### src/rtl/prog_mod_counter_pkg.sv
// Shared constants for the programmable modulus counter.
package prog_mod_counter_pkg;
  localparam logic ST_IDLE = 1'b0;
  localparam logic ST_RUN  = 1'b1;
endpackage

### src/rtl/prog_mod_counter_mod_shadow_reg.sv
// Modulus shadow register: holds a pending modulus and applies it on a transfer strobe.
module mod_shadow_reg #(
  parameter int N         = 8,
  parameter int M_DEFAULT = 10
) (
  input  logic         clk,
  input  logic         reset_n,
  input  logic         load_m,
  input  logic [N-1:0] m_in,
  input  logic         xfer_en,
  output logic [N-1:0] m_active,
  output logic [N-1:0] m_next
);
  logic [N-1:0] shadow_q, shadow_d;
  logic [N-1:0] m_active_q, m_active_d;
  logic         pend_q, pend_d;
  logic         load_ok;

  always_comb begin
    load_ok    = load_m && (m_in != '0);
    shadow_d   = load_ok ? m_in : shadow_q;
    // the transfer consumes the old shadow; a same-cycle load re-arms pend
    pend_d     = (pend_q && !xfer_en) || load_ok;
    m_active_d = (pend_q && xfer_en) ? shadow_q : m_active_q;
  end

  always_ff @(posedge clk or negedge reset_n) begin
    if (!reset_n) begin
      shadow_q   <= '0;
      pend_q     <= 1'b0;
      m_active_q <= N'(M_DEFAULT);
    end else begin
      shadow_q   <= shadow_d;
      pend_q     <= pend_d;
      m_active_q <= m_active_d;
    end
  end

  assign m_active = m_active_q;
  assign m_next   = pend_q ? shadow_q : m_active_q;
endmodule

### src/rtl/prog_mod_counter.sv
// Runtime-programmable modulus counter with up/down, enable, one-shot and start/stop.
module prog_mod_counter
  import prog_mod_counter_pkg::*;
#(
  parameter int N         = 8,
  parameter int M_DEFAULT = 10
) (
  input  logic         clk,
  input  logic         reset_n,
  input  logic         en,
  input  logic         start,
  input  logic         stop,
  input  logic         oneshot,
  input  logic         dir_down,
  input  logic         load_m,
  input  logic [N-1:0] m_in,
  output logic [N-1:0] q,
  output logic         max_tick,
  output logic         busy,
  output logic [N-1:0] m_active
);
  typedef enum logic {S_IDLE = ST_IDLE, S_RUN = ST_RUN} state_e;

  localparam logic [N-1:0] ONE = {{(N-1){1'b0}}, 1'b1};

  state_e       state_q, state_d;
  logic [N-1:0] q_q, q_d;
  logic         busy_q, busy_d;
  logic [N-1:0] m_next;
  logic [N-1:0] term;
  logic         xfer_en;

  mod_shadow_reg #(.N(N), .M_DEFAULT(M_DEFAULT)) u_shadow (
    .clk      (clk),
    .reset_n  (reset_n),
    .load_m   (load_m),
    .m_in     (m_in),
    .xfer_en  (xfer_en),
    .m_active (m_active),
    .m_next   (m_next)
  );

  always_comb begin
    term     = dir_down ? '0 : (m_active - ONE);
    max_tick = (state_q == S_RUN) && en && (q_q == term);
    state_d  = state_q;
    q_d      = q_q;
    xfer_en  = (state_q == S_IDLE);
    if (stop) begin
      state_d = S_IDLE;
    end else if (start) begin
      state_d = S_RUN;
      xfer_en = 1'b1;
      q_d     = dir_down ? (m_next - ONE) : '0;
    end else if ((state_q == S_RUN) && en) begin
      if (q_q == term) begin
        // wrap edge: the shadow transfer lands here, so reload from m_next
        xfer_en = 1'b1;
        q_d     = dir_down ? (m_next - ONE) : '0;
        if (oneshot) state_d = S_IDLE;
      end else begin
        q_d = dir_down ? (q_q - ONE) : (q_q + ONE);
      end
    end
    busy_d = (state_d == S_RUN);
  end

  always_ff @(posedge clk or negedge reset_n) begin
    if (!reset_n) begin
      state_q <= S_IDLE;
      q_q     <= '0;
      busy_q  <= 1'b0;
    end else begin
      state_q <= state_d;
      q_q     <= q_d;
      busy_q  <= busy_d;
    end
  end

  assign q    = q_q;
  assign busy = busy_q;
endmodule
### config.mk
export PLATFORM = sky130hd
export DESIGN_NAME = prog_mod_counter
export DESIGN_NICKNAME = d
export VERILOG_FILES = /design/src/rtl/prog_mod_counter_pkg.sv /design/src/rtl/prog_mod_counter_mod_shadow_reg.sv /design/src/rtl/prog_mod_counter.sv
export SDC_FILE = /design/constraint.sdc
export NUM_CORES = 1
export LEC_CHECK = 0
export CAP_MARGIN = 20
export CELL_PAD_IN_SITES_DETAIL_PLACEMENT = 1
export CELL_PAD_IN_SITES_GLOBAL_PLACEMENT = 1
export CORE_ASPECT_RATIO = 1.5
export CORE_UTILIZATION = 49
export CTS_CLUSTER_SIZE = 25
export DETAILED_ROUTE_END_ITERATION = 16
export DONT_BUFFER_PORTS = 1
export PLACE_DENSITY = 0.85
export SETUP_SLACK_MARGIN = 0.05
export SYNTH_ARGS = -nofsm -noshare
export SYNTH_HDL_FRONTEND = slang
export SYNTH_HIERARCHICAL = 1
export SYNTH_SLANG_ARGS = --single-unit
### constraint.sdc
create_clock -name clk -period 3.4 [get_ports clk]
set_input_delay 0.34 -clock clk [delete_from_list [all_inputs] [get_ports clk]]
set_output_delay 0.34 -clock clk [all_outputs]
set_load 0.02 [all_outputs]
==> out/metrics.cfg <==
[outcome]
status = complete, no violations

[yosys]
synthFlopType = dfrtp_1
synth.yosys.seq_area_share_pct = 33.3
synth.distinct_cells = 49
ys_ff_latch = 26
syn-num-nets = 226
synth_enable_flop_cells = 0
synth_area_mm2 = 0.00196
synthCells = 201
avgSynthCellArea_um2 = 9.75
synthArstFlopShare_pct = 100
yosys_warnings = 6

[setup_path]
critical_path_class = flop to output port
crit_path_end_kind = output port
cp_max_fo = 8
worstPathArrival_ps = 2890
required_ps = 3060
critPathLaunch = u_shadow/m_active[1]
startpoint_type = flop
reg2reg_from = u_shadow/m_active[1]

[floorplan]
die_area_mm2 = 0.00426
die_x_um = 53.6
initial_core_util_pct = 52.3
rows = 27
die_h_um = 79.4
io_pins = 34
coreArea_mm2 = 0.00375

[pwr]
p_total_uw = 1490
pwr-share-clk_pct = 18.1
comb_power_share_pct = 43.4
internal_power_uw = 840
ir_worst_vdd_mv = 0.387
seqPwrFrac_pct = 38.5
power.leakage_uw = 0.000894
powerDensity_mw_per_mm2 = 708
switching_share_pct = 43.6
p_sw_uw = 649

[routing]
routed_wl_um = 5530
drc = 0
avgViaCountPerCell = 6.70
routed.top_layer = met4
vias = 1649
met1Wirelength_um = 2010
first_pass_iters = 4
wl_met2_um = 3180
wl_met3_um = 213
drt-wirelength-per-cell_um = 22.5
drt_iter0_drc = 32
ant_nets = 0

[global_route]
grt_overflow = 0
antenna_found_initial = 0
track_usage_pct = 29.5
grt_pass1_vias = 1895
grt_pass1_wl_um = 9160
grt_max_degree = 27

[clock_tree]
cts_sinks = 26
clk_pin_slew_ps = 100
root_buffer = clkbuf_8
cts_setup_buffers = 0
clkLatencyLatePin_ps = 290
cts_buffer_depth = 2
cts_tree = built
cts.htree.levels = 1
numCtsBuffers = 3

[placed_design]
dpl.cell_count = 240
io_buffers = 0
hpwlAfterDp_um = 4120
routabilityCongestion = 0.807

[timing]
finalSetupViolations = 0
hold_viol = 0
fmax_mhz = 310
finalCriticalPeriod_ps = 3230
relSlewSlack_pct = 66.9
final_max_slew_viol_count = 0
finalCritPeriodShare_pct = 95.0
tightest_slew_ps = 485
clock_skew_ps = 11.7
rsz0062_at_grt = false
tns_ps = 0

[layout]
layout.nets = 229
final_common_cell = dfrtp_1
diodes = 0
final_cells = 246
final.fill_count = 438
layout-drive-gt1-share_pct = 20.2
area_growth_syn_to_layout_pct = 7.28
layout_common_cells = dfrtp_1 (24), inv_1 (17), mux2_2 (17)
fin_util_pct = 56.1

[run]
drv_cap = 0

[worst_hold_path]
worstHoldPathType = input port to flop
min_from = en

==> worst max-delay path, cell delays in order (launching register included) <==
cell      delay (ps)
dfstp_2          680
inv_1             80
ha_1             270
o31a_1           330
a211oi_2         270
nand3_1          180
nor4_1           450
and3_1           340
==> final cells by class <==
type                       count  area [um^2]  share of cell area (%)
clock inverter                 1         30.0                    1.43
timing repair buffer           5         52.6                    2.50
inverter                      17         63.8                    3.04
sequential                    26          653                    31.1
clock buffer                   3         41.3                    1.96
multi-input combinational    151         1210                    57.4
tap                           43         53.8                    2.56
==> power by group through the flow <==
stage          sequential [uW]  combinational (uW)  clock (uW)
3_3_place_gp               572                 574           0
2_1_floorplan              544                 489           0
6_report                   574                 646         269
5_1_grt                    588                 716         282
4_1_cts                    573                 645         271
3_5_place_dp               579                 622           0
==> cell families after synthesis <==
group	after synthesis	share of synthesized area, %
AND/OR/NAND/NOR	59	17.9
multiplexers	22	12.8
flip-flops	26	33.3
AO/OA/AOI/OAI	45	17.4
adder cells (fa/ha/maj)	9	6.13
XOR/XNOR	16	7.15
buffers and inverters	24	5.17
==> cells in the mapped netlist (2+ instances only) <==
library cell	count	share of area [%]
a41oi_1	2	0.89
nand4_1	2	0.64
mux2i_1	3	1.5
a21o_1	2	0.77
nor3b_1	5	1.9
or4_4	2	1.1
or3_1	4	1.3
nand2_1	12	2.3
nor3_1	8	2.0
ha_1	8	5.1
a21oi_1	7	1.8
dfstp_2	2	2.7
mux2_2	17	9.8
o21ai_0	10	2.6
mux2_4	2	1.5
xnor2_1	12	5.4
nand2b_1	4	1.3
buf_2	2	0.51
clkbuf_1	3	0.57
xor2_1	4	1.8
o31a_1	2	0.89
nor4_1	2	0.64
a22o_1	8	3.6
o31ai_1	3	1.1
and3_1	2	0.64
nor2_1	4	0.77
inv_1	17	3.3
dfrtp_1	24	31
nand3_1	6	1.5
o21ai_2	2	0.89
nor2b_1	2	0.64
==> per-layer routing <==
layer | track usage, % | up-vias
li1 | - | 742
met1 | 30.8 | 845
met2 | 55.4 | 45
met3 | 4.95 | 17
met4 | 11.3 | 0
met5 | 0 | -
==> path summary, 6_finish.rpt <==
path                                        end  slack, ps  cells past startpoint
setup / recovery                       max_tick        170                      7
setup reg to reg           u_shadow/m_active[6]        210                     10
hold / removal                             busy        160                      1
max in group asynchronous  u_shadow/m_active[3]       2700                      2
min in group asynchronous                  q[5]        470                      2
hold reg to reg            u_shadow/shadow_q[6]        530                      1
==> sequential cells by signal, indices dropped and copies added, names as in the netlist <==
signal / cells
busy: 1
u_shadow/shadow_q: 8
q: 8
u_shadow/m_active: 8
u_shadow/pend_q: 1
==> repair_timing <==
item	4_1_cts	5_1_grt
gates resized for setup	0	2
setup endpoints to repair	0	8
hold buffers	2	0
hold endpoints to repair	26	0
==> per-stage QoR <==
stage	hold slack, ps	area, um^2	worst slack (ps)
3_3_place_gp	45.0	2000	341
3_5_place_dp	45.2	2000	177
6_report	164	2100	171
2_1_floorplan	44.4	1960	367
5_1_grt	168	2100	74.6
4_1_cts	169	2100	104
Power figures use the tool's default switching activity.
